==> src/rtl/team_06_pkg.sv <==
// rtl/team_06_pkg.sv - shared sizes and FSM state type for the sample delay line
package team_06_pkg;
    localparam int DELAY_DEPTH = 8192;
    localparam int ADDR_W      = 13;
    localparam int SAMPLE_W    = 8;
    localparam int FILL_W      = ADDR_W + 1;

    typedef enum logic [1:0] {
        IDLE,
        WRITE,
        READ,
        DONE
    } state_t;
endpackage

==> src/rtl/team_06_delay_buffer.sv <==
// rtl/team_06_delay_buffer.sv - circular sample delay line over a single-port external SRAM
module team_06_delay_buffer
    import team_06_pkg::*;
(
    input  logic                clk,
    input  logic                rst,
    input  logic                sample_strobe,
    input  logic [SAMPLE_W-1:0] save_audio,
    input  logic [ADDR_W-1:0]   offset,
    output logic [SAMPLE_W-1:0] past_output,
    output logic                past_valid,
    output logic                busy,
    output logic                overrun,
    output logic                mem_req,
    output logic                mem_we,
    output logic [ADDR_W-1:0]   mem_addr,
    output logic [SAMPLE_W-1:0] mem_wdata,
    input  logic [SAMPLE_W-1:0] mem_rdata,
    input  logic                mem_ack
);
    localparam logic [FILL_W-1:0] FILL_MAX = FILL_W'(DELAY_DEPTH);

    state_t            state;
    logic [ADDR_W-1:0] wr_ptr;
    logic [ADDR_W-1:0] off_q;
    logic [FILL_W-1:0] fill_cnt;
    logic              can_accept;
    logic              skip_read;

    // DONE is treated as idle so back-to-back strobes are not lost
    assign can_accept = (state == IDLE) || (state == DONE);
    // Zero delay returns the fresh sample; a delay reaching past the fill level returns silence
    assign skip_read  = (off_q == '0) || ({1'b0, off_q} >= fill_cnt);

    always_ff @(posedge clk or posedge rst) begin
        if (rst) begin
            state       <= IDLE;
            wr_ptr      <= '0;
            off_q       <= '0;
            fill_cnt    <= '0;
            past_output <= '0;
            past_valid  <= 1'b0;
            busy        <= 1'b0;
            overrun     <= 1'b0;
            mem_req     <= 1'b0;
            mem_we      <= 1'b0;
            mem_addr    <= '0;
            mem_wdata   <= '0;
        end else begin
            past_valid <= 1'b0;
            if (sample_strobe && !can_accept) begin
                overrun <= 1'b1;
            end
            case (state)
                IDLE, DONE: begin
                    state <= IDLE;
                    busy  <= 1'b0;
                    if (sample_strobe) begin
                        off_q     <= offset;
                        mem_req   <= 1'b1;
                        mem_we    <= 1'b1;
                        mem_addr  <= wr_ptr;
                        mem_wdata <= save_audio;
                        busy      <= 1'b1;
                        state     <= WRITE;
                    end
                end
                WRITE: begin
                    if (mem_ack) begin
                        wr_ptr <= wr_ptr + 1'b1;
                        if (fill_cnt != FILL_MAX) begin
                            fill_cnt <= fill_cnt + 1'b1;
                        end
                        if (skip_read) begin
                            past_output <= (off_q == '0) ? mem_wdata : '0;
                            mem_req     <= 1'b0;
                            mem_we      <= 1'b0;
                            past_valid  <= 1'b1;
                            busy        <= 1'b0;
                            state       <= DONE;
                        end else begin
                            mem_we   <= 1'b0;
                            mem_addr <= mem_addr - off_q;
                            state    <= READ;
                        end
                    end
                end
                READ: begin
                    if (mem_ack) begin
                        past_output <= mem_rdata;
                        mem_req     <= 1'b0;
                        past_valid  <= 1'b1;
                        busy        <= 1'b0;
                        state       <= DONE;
                    end
                end
                default: state <= IDLE;
            endcase
        end
    end
endmodule

==> config.mk <==
export PLATFORM = sky130hd
export DESIGN_NAME = team_06_delay_buffer
export DESIGN_NICKNAME = d
export VERILOG_FILES = /design/src/rtl/team_06_pkg.sv /design/src/rtl/team_06_delay_buffer.sv
export SDC_FILE = /design/constraint.sdc
export NUM_CORES = 1
export LEC_CHECK = 0
export ABC_CLOCK_PERIOD_IN_PS = 3660
export CORE_AREA = 2 2 78 110
export DETAILED_ROUTE_END_ITERATION = 12
export DIE_AREA = 0 0 80 112
export GPL_TIMING_DRIVEN = 0
export PLACE_DENSITY = 0.9
export RECOVER_POWER = 100
export SYNTH_ARGS = -nofsm -noshare
export SYNTH_HDL_FRONTEND = slang
export SYNTH_SLANG_ARGS = --single-unit
==> constraint.sdc <==
create_clock -name clk -period 3.66 [get_ports clk]
set_input_delay 1.098 -clock clk [delete_from_list [all_inputs] [get_ports clk]]
set_output_delay 1.098 -clock clk [all_outputs]
set_load 0.02 [all_outputs]
# == Word-level counts from Yosys, hierarchy flattened ==
# Cells that the tools add are included.
# W data, S select, Z words.
# word_totals
regBits,76
inputBits,33
out_inout_bits,34
word_cells,69
# op_classes
add_sub_neg,3
magnitude_cmp,1
eq_ne,9
mux,26
n_reduce_logical,18
# op_table
operator,n
$mux W13,3
$mux W8,4
$pmux W13 S2,1
$pmux W8 S2,1
$add A14 B1 Y14 const B,1
$ge A13 B14 Y1,1
$ne A14 B14 Y1 const B,1
$add A13 B1 Y13 const B,1
$logic_not A13 Y1,1
$sub A13 B13 Y13,1
$reduce_and A4 Y1,3
$mux W1,10
$ne A2 B2 Y1 const B,5
$reduce_and A3 Y1,3
$pmux W1 S3,2
$pmux W2 S3,1
$reduce_and A2 Y1,3
$eq A2 B2 Y1 const B,2
$mux W2,2
$pmux W1 S2,2
$reduce_bool A2 Y1,2
$eq A2 B1 Y1 const B,1
$logic_not A2 Y1,1
$logic_or A1 B1 Y1,2
other kinds (3),3

# == Logic depth before layout (Yosys ltp) ==
# Gate-level depths: netlist of the first run.
# logic_depth
word_depth,5
depth_mapped,10
ltp_nobuf,10

# == Worst setup path after synthesis of the first run ==
# OpenSTA, ideal clock, no wires.
# synth_timing
kind,register to register
start,register mem_addr[0]
end,register mem_addr[12]
arrival_ns,2.372
t_required_ns,3.539
path_slack_ns,1.167
path_stages_with_launch,11
path_buffers,0
path_cell_list,dfrtp_1 inv_1 ha_1 fa_1 nand2b_1 a21oi_1 nor4_1 or4_1 nand3_1 a21oi_1 o22a_1
# synth_between
elab_chain_len,4
# synth_lines
element,line_no,text
from (decl),team_06_delay_buffer.sv:16,"output logic [ADDR_W-1:0] mem_addr,"
from (signal assigned),team_06_delay_buffer.sv:62,mem_addr <= wr_ptr;
from (signal assigned),team_06_delay_buffer.sv:83,mem_addr <= mem_addr - off_q;
$sub A13 B13 Y13,team_06_delay_buffer.sv:83,
$mux W13,team_06_delay_buffer.sv:74,if (skip_read) begin
$mux W13,team_06_delay_buffer.sv:69,if (mem_ack) begin
$pmux W13 S2,team_06_delay_buffer.sv:54,case (state)
# Every way passes these cells. The select of a mux whose other input is x is not followed.
# A chain may end at the register's enable or synchronous reset.

# == Worst setup path after layout of the first run ==
# layout_timing
start,register off_q[0]
end,register past_output[6]
# layout_between
elab_chain_len,5
# layout_lines
element,line_no,text
from (decl),team_06_delay_buffer.sv:25,logic [ADDR_W-1:0] off_q;
from (signal assigned),team_06_delay_buffer.sv:59,off_q <= offset;
"parallel branches: the longest is 5 deep, another holds $ge A13 B14 Y1",-,
to (signal assigned),team_06_delay_buffer.sv:75,past_output <= (off_q == '0) ? mem_wdata : '0;
to (signal assigned),team_06_delay_buffer.sv:90,past_output <= mem_rdata;
to (decl),team_06_delay_buffer.sv:10,"output logic [SAMPLE_W-1:0] past_output,"
# Parallel ways; which one is timed is not known. The select of a mux whose other input is x is not followed.

==> results of run 1 <==
kinds of logic after synthesis:
kind of cell / count (synthesis) / share of synthesized area (%)
AND/OR/NAND/NOR: 112 / 13.3
flip-flops: 76 / 45.3
AO/OA/AOI/OAI: 62 / 10.5
buffers and inverters: 45 / 4.26
multiplexers: 38 / 9.94
XOR/XNOR: 35 / 7.29
adder cells (fa/ha/maj): 31 / 9.41
worst max-delay path, stage by stage (launching register included):
cell      delay, ps
dfrtp_1         420
inv_1            60
ha_1            280
nand2b_1        150
a21oi_1         170
nor3_1           80
o41ai_1         870
a31oi_1         380
nand2_2         300
mux2_2          360
power by group:
part / switching [mW] / internal, mW / total, mW
Combinational: 1.21 / 1.04 / 2.25
Clock: 0.364 / 0.600 / 0.964
Sequential: 0.261 / 1.12 / 1.38
Total: 1.83 / 2.76 / 4.60
worst min path at each step:
| stage | startpoint | end |
|---|---|---|
| after floorplan | wr_ptr[12]$_DFFE_PP0P_ | wr_ptr[12]$_DFFE_PP0P_ |
| after global placement | overrun$_DFFE_PP0P_ | overrun$_DFFE_PP0P_ |
| after detailed placement | overrun$_DFFE_PP0P_ | overrun$_DFFE_PP0P_ |
| after CTS | overrun$_DFFE_PP0P_ | overrun$_DFFE_PP0P_ |
| after global routing | overrun$_DFFE_PP0P_ | overrun$_DFFE_PP0P_ |
| final | overrun$_DFFE_PP0P_ | overrun$_DFFE_PP0P_ |
sequential cells by signal, indices dropped and copies added, names as in the netlist:
signal and cells:
mem_addr 13, state 2, busy 1, fill_cnt 14
wr_ptr 13, mem_we 1, mem_req 1, off_q 13
overrun 1, past_valid 1, mem_wdata 8, past_output 8
per-stage QoR:
stage / total power [mW] / TNS (ps) / cell area [sq um]
finish: 4.60 / 0 / 5290
global route: 4.90 / 0 / 5290
CTS: 4.69 / 0 / 5320
detailed placement: 3.71 / 0 / 4990
global placement: 3.59 / -36720 / 4990
floorplan: 2.98 / 0 / 4200
layout make-up:
cell class	instances	area share [%]
buffer	8	0.709
clock buffer	9	4.26
clock inverter	7	1.84
inverter	37	2.62
multi-input combinational	278	39.7
sequential	76	35.9
tap	102	2.41
timing repair buffer	66	12.5
metal layers:
metal | vias to the layer above | share of wire (%) | track usage, %
met5 | - | 0 | 0
met4 | 0 | 5.4 | 17.3
met3 | 39 | 3.2 | 3.89
met2 | 86 | 54 | 38.7
met1 | 1609 | 38 | 25.1
li1 | 1560 | - | -
Yosys cell counts (3+ instances only):
cell type | n | area, sq um
dfrtp_1 | 76 | 1900
nand2_1 | 39 | 146
inv_1 | 36 | 135
ha_1 | 30 | 375
mux2_2 | 30 | 338
xnor2_1 | 23 | 201
nor2_1 | 18 | 67.6
o21ai_0 | 17 | 85.1
a21oi_1 | 14 | 70.1
xor2_1 | 12 | 105
nand3_1 | 9 | 45.0
nor3_1 | 9 | 45.0
a22o_1 | 8 | 70.1
mux2i_1 | 8 | 80.1
nand4_1 | 8 | 50.1
nor4_1 | 4 | 25.0
a21o_1 | 3 | 22.5
a221o_1 | 3 | 30.0
and2_1 | 3 | 18.8
clkbuf_1 | 3 | 11.3
nand2b_1 | 3 | 18.8
nor3b_1 | 3 | 22.5
or4_1 | 3 | 22.5
==> impl_metrics.csv, run 1 <==
group,metric,value,unit
grt,grt-ovfl-total,0,
setup_path,worstPathArrival,3400,ps
floorplanning,dieArea,0.00896,sq mm
setup_path,r2r_cells,9,
clock_tree,clock-sinks,76,
timing,setup_violations,0,
run,maxCapViolations,1,
timing,rsz0062_at_grt,"no",
setup_path,cp.required,3890,ps
logic_synthesis,avgSynthCellArea,10.5,sq um
run_status,violations,"capacitance limit, slew limit",
drt,detailroute.via_count,3294,
final_layout,antenna_cells,0,
clock_tree,clk_pin_slew,60,ps
timing,worst_slew_pin_slew,1530,ps
logic_synthesis,yosysSeqAreaShare,45.3,%
timing,worst_hold_slack,454,ps
drt,drc,0,
setup_path,reg2reg_to,"past_output[6]$_DFFE_PP0P_",
logic_synthesis,ys_ff_latch,76,
clock_tree,cts-htree-levels,3,
timing,slew-limit-headroom,-2.23,%
floorplanning,coreArea,0.00800,sq mm
logic_synthesis,synth_warnings,0,
placed_design,io_buffers,66,
timing,min_period,3170,ps
floorplanning,die_w,80,um
final_layout,mostFrequentLayoutCell,"dfrtp_1",
logic_synthesis,syn_inst,399,
logic_synthesis,synth.cell_area,0.00420,sq mm
grt,grt_max_degree,77,
final_layout,regArea,0.00190,sq mm
drt,first_iter_violations,141,
placed_design,dp_hpwl,7230,um
drt,antenna_left,0,
clock_tree,post_cts_buffers,0,
placed_design,place_ws,507,ps
drt,firstDrtPassIters,4,
placed_design,gp_congestion,0.833,
setup_path,worstSetupEndpoint,"past_output[6]$_DFFE_PP0P_",
final_layout,synthToLayoutAreaGrowth,25.9,%
grt,gr-usage-all-layers,23.0,%
power,powerDensity,869,mW/mm^2
logic_synthesis,synth-edff-count,0,
final_layout,multi_input_area,0.00210,sq mm
clock_tree,cts_tree,"yes",
setup_path,critPathLaunchType,"register",
grt,antenna_found_initial,0,
min_path,hp-class,"register to register",
final_layout,final_cell_mix,"dfrtp_1 (76), nand2_1 (39), dlygate4sd3_1 (37), inv_1 (35)",
floorplanning,pin_count,67,
drt,drt_wl_total,9490,um
setup_path,crit_start,"off_q[0]$_DFFE_PP0P_",
timing,timing.fmax,0.315,GHz
setup_path,cp-end-kind,"register",
grt,grt_pass1_wl,15800,um
clock_tree,ctsHoldBuffers,0,
logic_synthesis,synth_cell_types,51,
placed_design,dp_cells,567,
logic_synthesis,synth_nets,463,
timing,fin_skew,9.64,ps
floorplanning,dieHeight,112,um
timing,hold_viol,0,
power,p_leak,2.43,nW
power,vdd_ir_drop_max,0.510,mV
timing,slew_violations,77,
drt,avgViaCountPerCell,5.65,
floorplanning,start_util,52.5,%
grt,grt_pass1_vias,3447,
setup_path,critical_path_class,"register to register",
clock_tree,root_buffer,"clkbuf_16",
setup_path,critPathMaxFanout,8,
drt,wl_per_cell,16.3,um
final_layout,fillCellCount,598,
clock_tree,cts_resized,0,
timing,timing.final.ws_setup,488,ps
clock_tree,cts_buffers,9,
final_layout,stdcell_count,583,
logic_synthesis,synthFlopType,"dfrtp_1",
final_layout,final_util,66.1,%
timing,post-route-period-util,86.7,%
min_path,min_path_cells,1,
final_layout,drive_above_1_share,11.6,%
floorplanning,rows,39,
clock_tree,clock_path_buffers,2,
setup_path,rrSetupSlack,490,ps
run_status,status,"complete, but fails checks",
final_layout,fin_nets,540,
setup_path,regToRegStartpoint,"off_q[0]$_DFFE_PP0P_",
logic_synthesis,async_flop_share,100,%
clock_tree,clk_latency,350,ps
(Power assumes the default switching activity.)
==> run 2: changes to the inputs <==
Settings changed: ABC_CLOCK_PERIOD_IN_PS 3660 to default.
==> results of run 2 <==
Final layout, timing and power as in run 1 (identical DEF).
